[src/rtl/fuzz_pkg.sv]
// Shared definitions for the fuzz stimulus engine.
//   LCG_MUL / LCG_INC : team LCG constants, s' = s*LCG_MUL + LCG_INC (mod 2^32)
//   MISR_POLY_DEF     : default MISR feedback polynomial
//   FOLD_MAX          : widest response fold32() accepts (callers zero-extend)
//   fuzz_state_e      : engine FSM states
//   lcg_next()        : one LCG step
//   fold32()          : XOR of 32-bit chunks; zero-extension pads the last chunk
package fuzz_pkg;

  localparam logic [31:0] LCG_MUL       = 32'h41C6_4E6D;
  localparam logic [31:0] LCG_INC       = 32'h0000_3039;
  localparam logic [31:0] MISR_POLY_DEF = 32'h04C1_1DB7;
  localparam int          FOLD_MAX      = 4096;

  typedef enum logic [2:0] {IDLE, PRIME, RUN, DRAIN, DONE} fuzz_state_e;

  function automatic logic [31:0] lcg_next(input logic [31:0] s);
    return s * LCG_MUL + LCG_INC;
  endfunction

  // Zero chunks past the real response width leave the XOR unchanged, so one
  // fixed-width function serves every response width up to FOLD_MAX.
  function automatic logic [31:0] fold32(input logic [FOLD_MAX-1:0] v);
    logic [31:0] f;
    f = '0;
    for (int i = 0; i < FOLD_MAX / 32; i++) f ^= v[32*i +: 32];
    return f;
  endfunction

endpackage

[src/rtl/fuzz_misr.sv]
// 32-bit MISR that folds an OUT_W response into one word per absorption.
//   clk, rst_n : clock, async active-low reset
//   clr_i      : synchronous clear (wins over en_i)
//   en_i       : absorb fold32(resp_i) this cycle
//   resp_i     : DUT response, OUT_W bits
//   sig_o      : MISR state
module fuzz_misr import fuzz_pkg::*; #(
  parameter int          OUT_W     = 330,
  parameter logic [31:0] MISR_POLY = MISR_POLY_DEF
) (
  input  logic             clk,
  input  logic             rst_n,
  input  logic             clr_i,
  input  logic             en_i,
  input  logic [OUT_W-1:0] resp_i,
  output logic [31:0]      sig_o
);

  logic [31:0] sig_q, sig_d, fold;

  assign fold  = fold32(FOLD_MAX'(resp_i));
  assign sig_d = {sig_q[30:0], 1'b0} ^ (sig_q[31] ? MISR_POLY : 32'h0) ^ fold;

  always_ff @(posedge clk or negedge rst_n) begin
    if (!rst_n)     sig_q <= '0;
    else if (clr_i) sig_q <= '0;
    else if (en_i)  sig_q <= sig_d;
  end

  assign sig_o = sig_q;

endmodule

[src/rtl/fuzz_stim_engine.sv]
// LCG stimulus generator with MISR response compaction for fuzz harnesses.
//   clk, rst_n  : clock, async active-low reset
//   start       : begin a run (IDLE/DONE only); samples seed and cycles
//   abort       : back to IDLE from anywhere, clears signature
//   hold        : stall LCG, word index, vector and drain counters
//   seed        : LCG seed
//   cycles      : vectors after the initial one
//   resp_flat   : DUT response
//   stim_flat   : vector driven to the DUT, changes only as a whole
//   stim_valid  : pulses the cycle stim_flat changes
//   busy / done : PRIME|RUN|DRAIN / DONE
//   vec_count   : vectors applied, saturating
//   signature   : MISR state
module fuzz_stim_engine import fuzz_pkg::*; #(
  parameter int          IN_W      = 263,
  parameter int          OUT_W     = 330,
  parameter int          CNT_W     = 32,
  parameter logic [31:0] MISR_POLY = MISR_POLY_DEF
) (
  input  logic             clk,
  input  logic             rst_n,
  input  logic             start,
  input  logic             abort,
  input  logic             hold,
  input  logic [31:0]      seed,
  input  logic [CNT_W-1:0] cycles,
  input  logic [OUT_W-1:0] resp_flat,
  output logic [IN_W-1:0]  stim_flat,
  output logic             stim_valid,
  output logic             busy,
  output logic             done,
  output logic [CNT_W-1:0] vec_count,
  output logic [31:0]      signature
);

  localparam int NW     = (IN_W + 31) / 32;
  localparam int LAST_W = IN_W - 32 * (NW - 1);
  localparam int IDX_W  = (NW > 1) ? $clog2(NW) : 1;

  fuzz_state_e      state_q;
  logic [31:0]      lcg_q, s_nxt;
  logic [IDX_W-1:0] idx_q, drain_q;
  logic [CNT_W-1:0] rem_q, vec_count_q;
  logic [IN_W-1:0]  stim_q, vec_nxt;
  logic             valid_q, busy_q, done_q;
  logic             start_ok, step, last_word, drain_last, absorb;

  assign s_nxt      = lcg_next(lcg_q);
  assign start_ok   = start && (state_q == IDLE || state_q == DONE);
  assign step       = !abort && !hold && (state_q == PRIME || state_q == RUN);
  assign last_word  = (idx_q == IDX_W'(NW - 1));
  assign drain_last = (drain_q == IDX_W'(NW - 1));
  // The response to the current vector is absorbed on the edge that replaces
  // it (RUN) or after NW drain cycles (DRAIN).
  assign absorb     = !abort && !hold &&
                      ((state_q == RUN && last_word) || (state_q == DRAIN && drain_last));

  // The last word never sits in the shadow: it goes straight from the LCG
  // into stim_flat together with the shadowed words, so only whole vectors
  // are ever visible.
  if (NW > 1) begin : g_shadow
    logic [NW-2:0][31:0] shadow_q;
    always_ff @(posedge clk or negedge rst_n) begin
      if (!rst_n) shadow_q <= '0;
      else if (step && !last_word)
        for (int k = 0; k < NW - 1; k++)
          if (idx_q == IDX_W'(k)) shadow_q[k] <= s_nxt;
    end
    assign vec_nxt = {s_nxt[LAST_W-1:0], shadow_q};
  end else begin : g_single
    assign vec_nxt = s_nxt[LAST_W-1:0];
  end

  always_ff @(posedge clk or negedge rst_n) begin
    if (!rst_n) begin
      state_q     <= IDLE;
      lcg_q       <= '0;
      idx_q       <= '0;
      drain_q     <= '0;
      rem_q       <= '0;
      vec_count_q <= '0;
      stim_q      <= '0;
      valid_q     <= 1'b0;
      busy_q      <= 1'b0;
      done_q      <= 1'b0;
    end else begin
      valid_q <= 1'b0;
      if (abort) begin
        state_q <= IDLE;
        busy_q  <= 1'b0;
        done_q  <= 1'b0;
      end else if (start_ok) begin
        state_q     <= PRIME;
        lcg_q       <= seed;
        idx_q       <= '0;
        rem_q       <= cycles;
        vec_count_q <= '0;
        busy_q      <= 1'b1;
        done_q      <= 1'b0;
      end else if (!hold) begin
        unique case (state_q)
          PRIME, RUN: begin
            lcg_q <= s_nxt;
            if (last_word) begin
              idx_q       <= '0;
              stim_q      <= vec_nxt;
              valid_q     <= 1'b1;
              vec_count_q <= (&vec_count_q) ? vec_count_q : vec_count_q + 1'b1;
              // rem_q counts RUN vectors still owed; decrementing only in RUN
              // keeps cycles = all-ones from overflowing a CNT_W counter.
              if (state_q == RUN) rem_q <= rem_q - 1'b1;
              if ((state_q == PRIME && rem_q == '0) ||
                  (state_q == RUN && rem_q == CNT_W'(1))) begin
                state_q <= DRAIN;
                drain_q <= '0;
              end else begin
                state_q <= RUN;
              end
            end else begin
              idx_q <= idx_q + 1'b1;
            end
          end
          DRAIN: begin
            if (drain_last) begin
              state_q <= DONE;
              busy_q  <= 1'b0;
              done_q  <= 1'b1;
            end else begin
              drain_q <= drain_q + 1'b1;
            end
          end
          default: ;
        endcase
      end
    end
  end

  fuzz_misr #(.OUT_W(OUT_W), .MISR_POLY(MISR_POLY)) u_misr (
    .clk    (clk),
    .rst_n  (rst_n),
    .clr_i  (abort || start_ok),
    .en_i   (absorb),
    .resp_i (resp_flat),
    .sig_o  (signature)
  );

  assign stim_flat  = stim_q;
  assign stim_valid = valid_q;
  assign busy       = busy_q;
  assign done       = done_q;
  assign vec_count  = vec_count_q;

endmodule

[config.mk]
export PLATFORM = sky130hd
export DESIGN_NAME = fuzz_stim_engine
export DESIGN_NICKNAME = d
export VERILOG_FILES = /design/src/rtl/fuzz_pkg.sv /design/src/rtl/fuzz_misr.sv /design/src/rtl/fuzz_stim_engine.sv
export SDC_FILE = /design/constraint.sdc
export NUM_CORES = 2
export LEC_CHECK = 0
export ABC_AREA = 1
export BUFFER_PORTS_ARGS = -buffer_cell sky130_fd_sc_hd__buf_2
export CAP_MARGIN = 15
export CORE_AREA = 2 2 284 286
export CTS_BUF_LIST = sky130_fd_sc_hd__clkbuf_16
export DETAILED_ROUTE_END_ITERATION = 8
export DIE_AREA = 0 0 286 288
export PLACE_DENSITY = 0.73
export SETUP_SLACK_MARGIN = 0.05
export SYNTH_ARGS = -nofsm -noshare
export SYNTH_HDL_FRONTEND = slang
export SYNTH_SLANG_ARGS = --single-unit
[constraint.sdc]
create_clock -name clk -period 6.92 [get_ports clk]
set_clock_uncertainty 0.05 [all_clocks]
set_input_delay 1.384 -clock clk [delete_from_list [all_inputs] [get_ports clk]]
set_output_delay 1.384 -clock clk [all_outputs]
set_load 0.03 [all_outputs]
==> impl_metrics.ini <==
[outcome]
status = finished, final reports clean

[timing]
tightestPinTransition_ns = 1.10
rsz0062_at_grt = false
fin_crit_sh = 0.950
fmax_ghz = 0.152
hold_viol = 0
fin_tns_setup_ns = 0
setup_violations = 0
drv_slew = 0
worst_slew_margin_rel = 0.263
finalCriticalPeriod_ns = 6.58

[route]
wl_per_cell_um = 22.8
wirelength_mm = 146
vias_per_cell = 5.26
drc = 0
drt-initial-drc-count = 2772
num_vias = 33700
firstDrtPassIters = 5
final_antenna_net_count = 0

[synthesis]
synth_compound_area_frac = 0.0843
syn_inst = 4528
synth_edf_count = 0
synthMuxAreaShare = 0
synth_seq_cells = 661
synthXorXnorAreaFrac = 0.0870
synth_area_per_cell_um2 = 8.77
syn-num-nets = 5330
seq_area_frac_synth = 0.416
yosys_warnings = 0
netlist_area_um2 = 39700
synth_fa_ha_area_frac = 0.163
yosys.area_share.simple = 0.167
synth_top_family_by_area = simple AND/OR/NAND/NOR gates
synth_ff_type = dfrtp_1
async_flop_share = 1.00
ys_types = 52

[layout]
finalCoreUtilization = 0.592
seqCellArea_um2 = 16500
drive_gt1_frac = 0.186
fillers = 7200
finalNetCount = 6054
area_delta_synth_final_pct = 18.8
final_cell_area_um2 = 47200
multiInputGateArea_um2 = 20000

[setup_path]
crit_family = adder cells
critPathKind = reg2reg
worst_setup_path_end_kind = flop
path_max_fanout = 8
cp-start-kind = flop
cp_slowest_cell = fa_1
crit_top_cell = inv_1
crit_chain = ha_1 -> fa_1 -> inv_1 -> fa_1 -> inv_1 -> fa_1 -> fa_1 -> inv_1 -> fa_1 -> inv_1 -> fa_1 -> inv_1 -> fa_1 -> inv_1 -> ha_2 -> inv_1 -> nor3_1 -> nand2_1 -> nor3_1 -> a21oi_2 -> inv_1 -> nand3_2 -> nand3_1 -> nand2_1
critPathMaxStageDelay_ns = 0.54
crit_buf_inv = 8
arrival_ns = 7.04
required_ns = 7.39

[floorplanning]
initial_utilization = 0.499
rows = 104
core_um2 = 79600
design.die.area_um2 = 82400
die_h_um = 288
die_w_um = 286
num_io_pins = 729

[clocking]
cts_tree = done
clk_pin_slew_ns = 0.06
hold_buffers = 0
cts_root_buffer = clkbuf_16
cts-htree-levels = 3
clock-sinks = 661
worstSkewPairLatency_ns = 0.65
ctsLongestPathBuffers = 3
cts_made_buffers = 75

[global_route]
grt_overflow_total = 0
antenna_found_initial = 34
grt_max_degree = 180
track_usage = 0.354
grt_pass1_vias = 33100
grt_pass1_wl_mm = 214

[placement]
dp_hpwl_mm = 115
portBuffers = 728
gp_congestion = 1.09
placed_cell_area_um2 = 44600

[hold_path]
hp-class = reg2reg

[job]
drv_cap = 0
-- metal layers --
layer,GRT usage,vias up,routed length [µm]
li1,-,15600,-
met1,0.470,16400,59800
met2,0.532,1337,63800
met3,0.103,284,14000
met4,0.171,16,7960
met5,0.0198,-,317
-- worst paths after layout --
check | slack, ns | from | endpoint | depth (start not counted)
max | 0.34 | lcg_q[17] | g_shadow.shadow_q[31] | 24
min | 0.41 | stim_flat[69] | stim_flat[69] | 2
max reg2reg | 0.34 | lcg_q[17] | g_shadow.shadow_q[31] | 24
min reg2reg | 0.41 | stim_flat[69] | stim_flat[69] | 2
max in group asynchronous | 4.43 | rst_n | drain_q[3] | 2
min in group asynchronous | 0.74 | rst_n | g_shadow.shadow_q[38] | 1
-- sequential cells by signal, summed over array words and instances (netlist names), 3 cells and up --
register           flops
vec_count             32
rem_q                 32
idx_q                  4
g_shadow.shadow_q    256
drain_q                4
u_misr.sig_o          32
stim_flat            263
lcg_q                 32
state_q                3
-- worst min-delay path, delay by kind of cell, from the launching register on --
kind             cells  cell delay (ns)
AND/OR/NAND/NOR      2             0.09
flip-flops           1             0.33
-- layout make-up --
class / count / area share
inverters: 683 / 0.0545
diodes: 30 / 0.00159
clock inverters: 58 / 0.0105
clock buffers: 75 / 0.0398
multi-input cells: 3033 / 0.424
flip-flops and latches: 661 / 0.351
repair buffers: 798 / 0.0904
well taps: 1060 / 0.0281
-- stage by stage --
stage	hold slack, ns	instances	worst slack, ns
after floorplan	0.399	4528	0.846
after global placement	0.399	6234	0.108
after detailed placement	0.403	6234	0.100
after CTS	0.406	6367	0.118
after global routing	0.427	6392	0.0439
final	0.411	6398	0.343
-- Yosys cell counts, types with 21 or more instances --
cell | count | area, µm²
nand2_1 | 1188 | 4460
inv_1 | 664 | 2490
dfrtp_1 | 661 | 16500
o21ai_0 | 374 | 1870
ha_1 | 214 | 2680
xnor2_1 | 210 | 1840
fa_1 | 189 | 3780
xor2_1 | 181 | 1590
nor2_1 | 157 | 589
nand3_1 | 145 | 726
o21ai_1 | 89 | 445
buf_2 | 69 | 345
clkbuf_1 | 67 | 251
a21oi_1 | 53 | 265
nor3_1 | 37 | 185
o31ai_1 | 36 | 270
o22ai_1 | 30 | 188
nand4_1 | 21 | 131
-- what timing repair did --
action                                  4_1_cts  5_1_grt
setup buffers                                 0        1
resized for setup                             0       16
endpoints found under the setup margin        0       48
-- cell usage in the layout, fill, tap and decap left out, types with 30 or more instances in the layout --
cell type | synthesis | routed
xnor2_1 | 210 | 209
o22ai_1 | 30 | 30
buf_4 | 6 | 63
dfrtp_1 | 661 | 660
diode_2 | 0 | 30
o21ai_1 | 89 | 90
fa_1 | 189 | 189
buf_2 | 69 | 727
nor3_1 | 37 | 35
nand2_1 | 1188 | 1188
o21ai_0 | 374 | 373
nor2_1 | 157 | 157
inv_1 | 664 | 680
ha_1 | 214 | 209
a21oi_1 | 53 | 51
xor2_1 | 181 | 179
o31ai_1 | 36 | 36
nand3_1 | 145 | 142
clkbuf_16 | 0 | 75
-- logic make-up after synthesis --
logic type                 Yosys count
DFF                                661
and+or+nand+nor                   1615
buffers and inverters              834
AOI/OAI and AO/OA                  622
adders and majority gates          403
xor gates and xnor gates           393
Power is not shown: default switching activity piles up to over one toggle a cycle in this logic, so the estimate is an artifact.
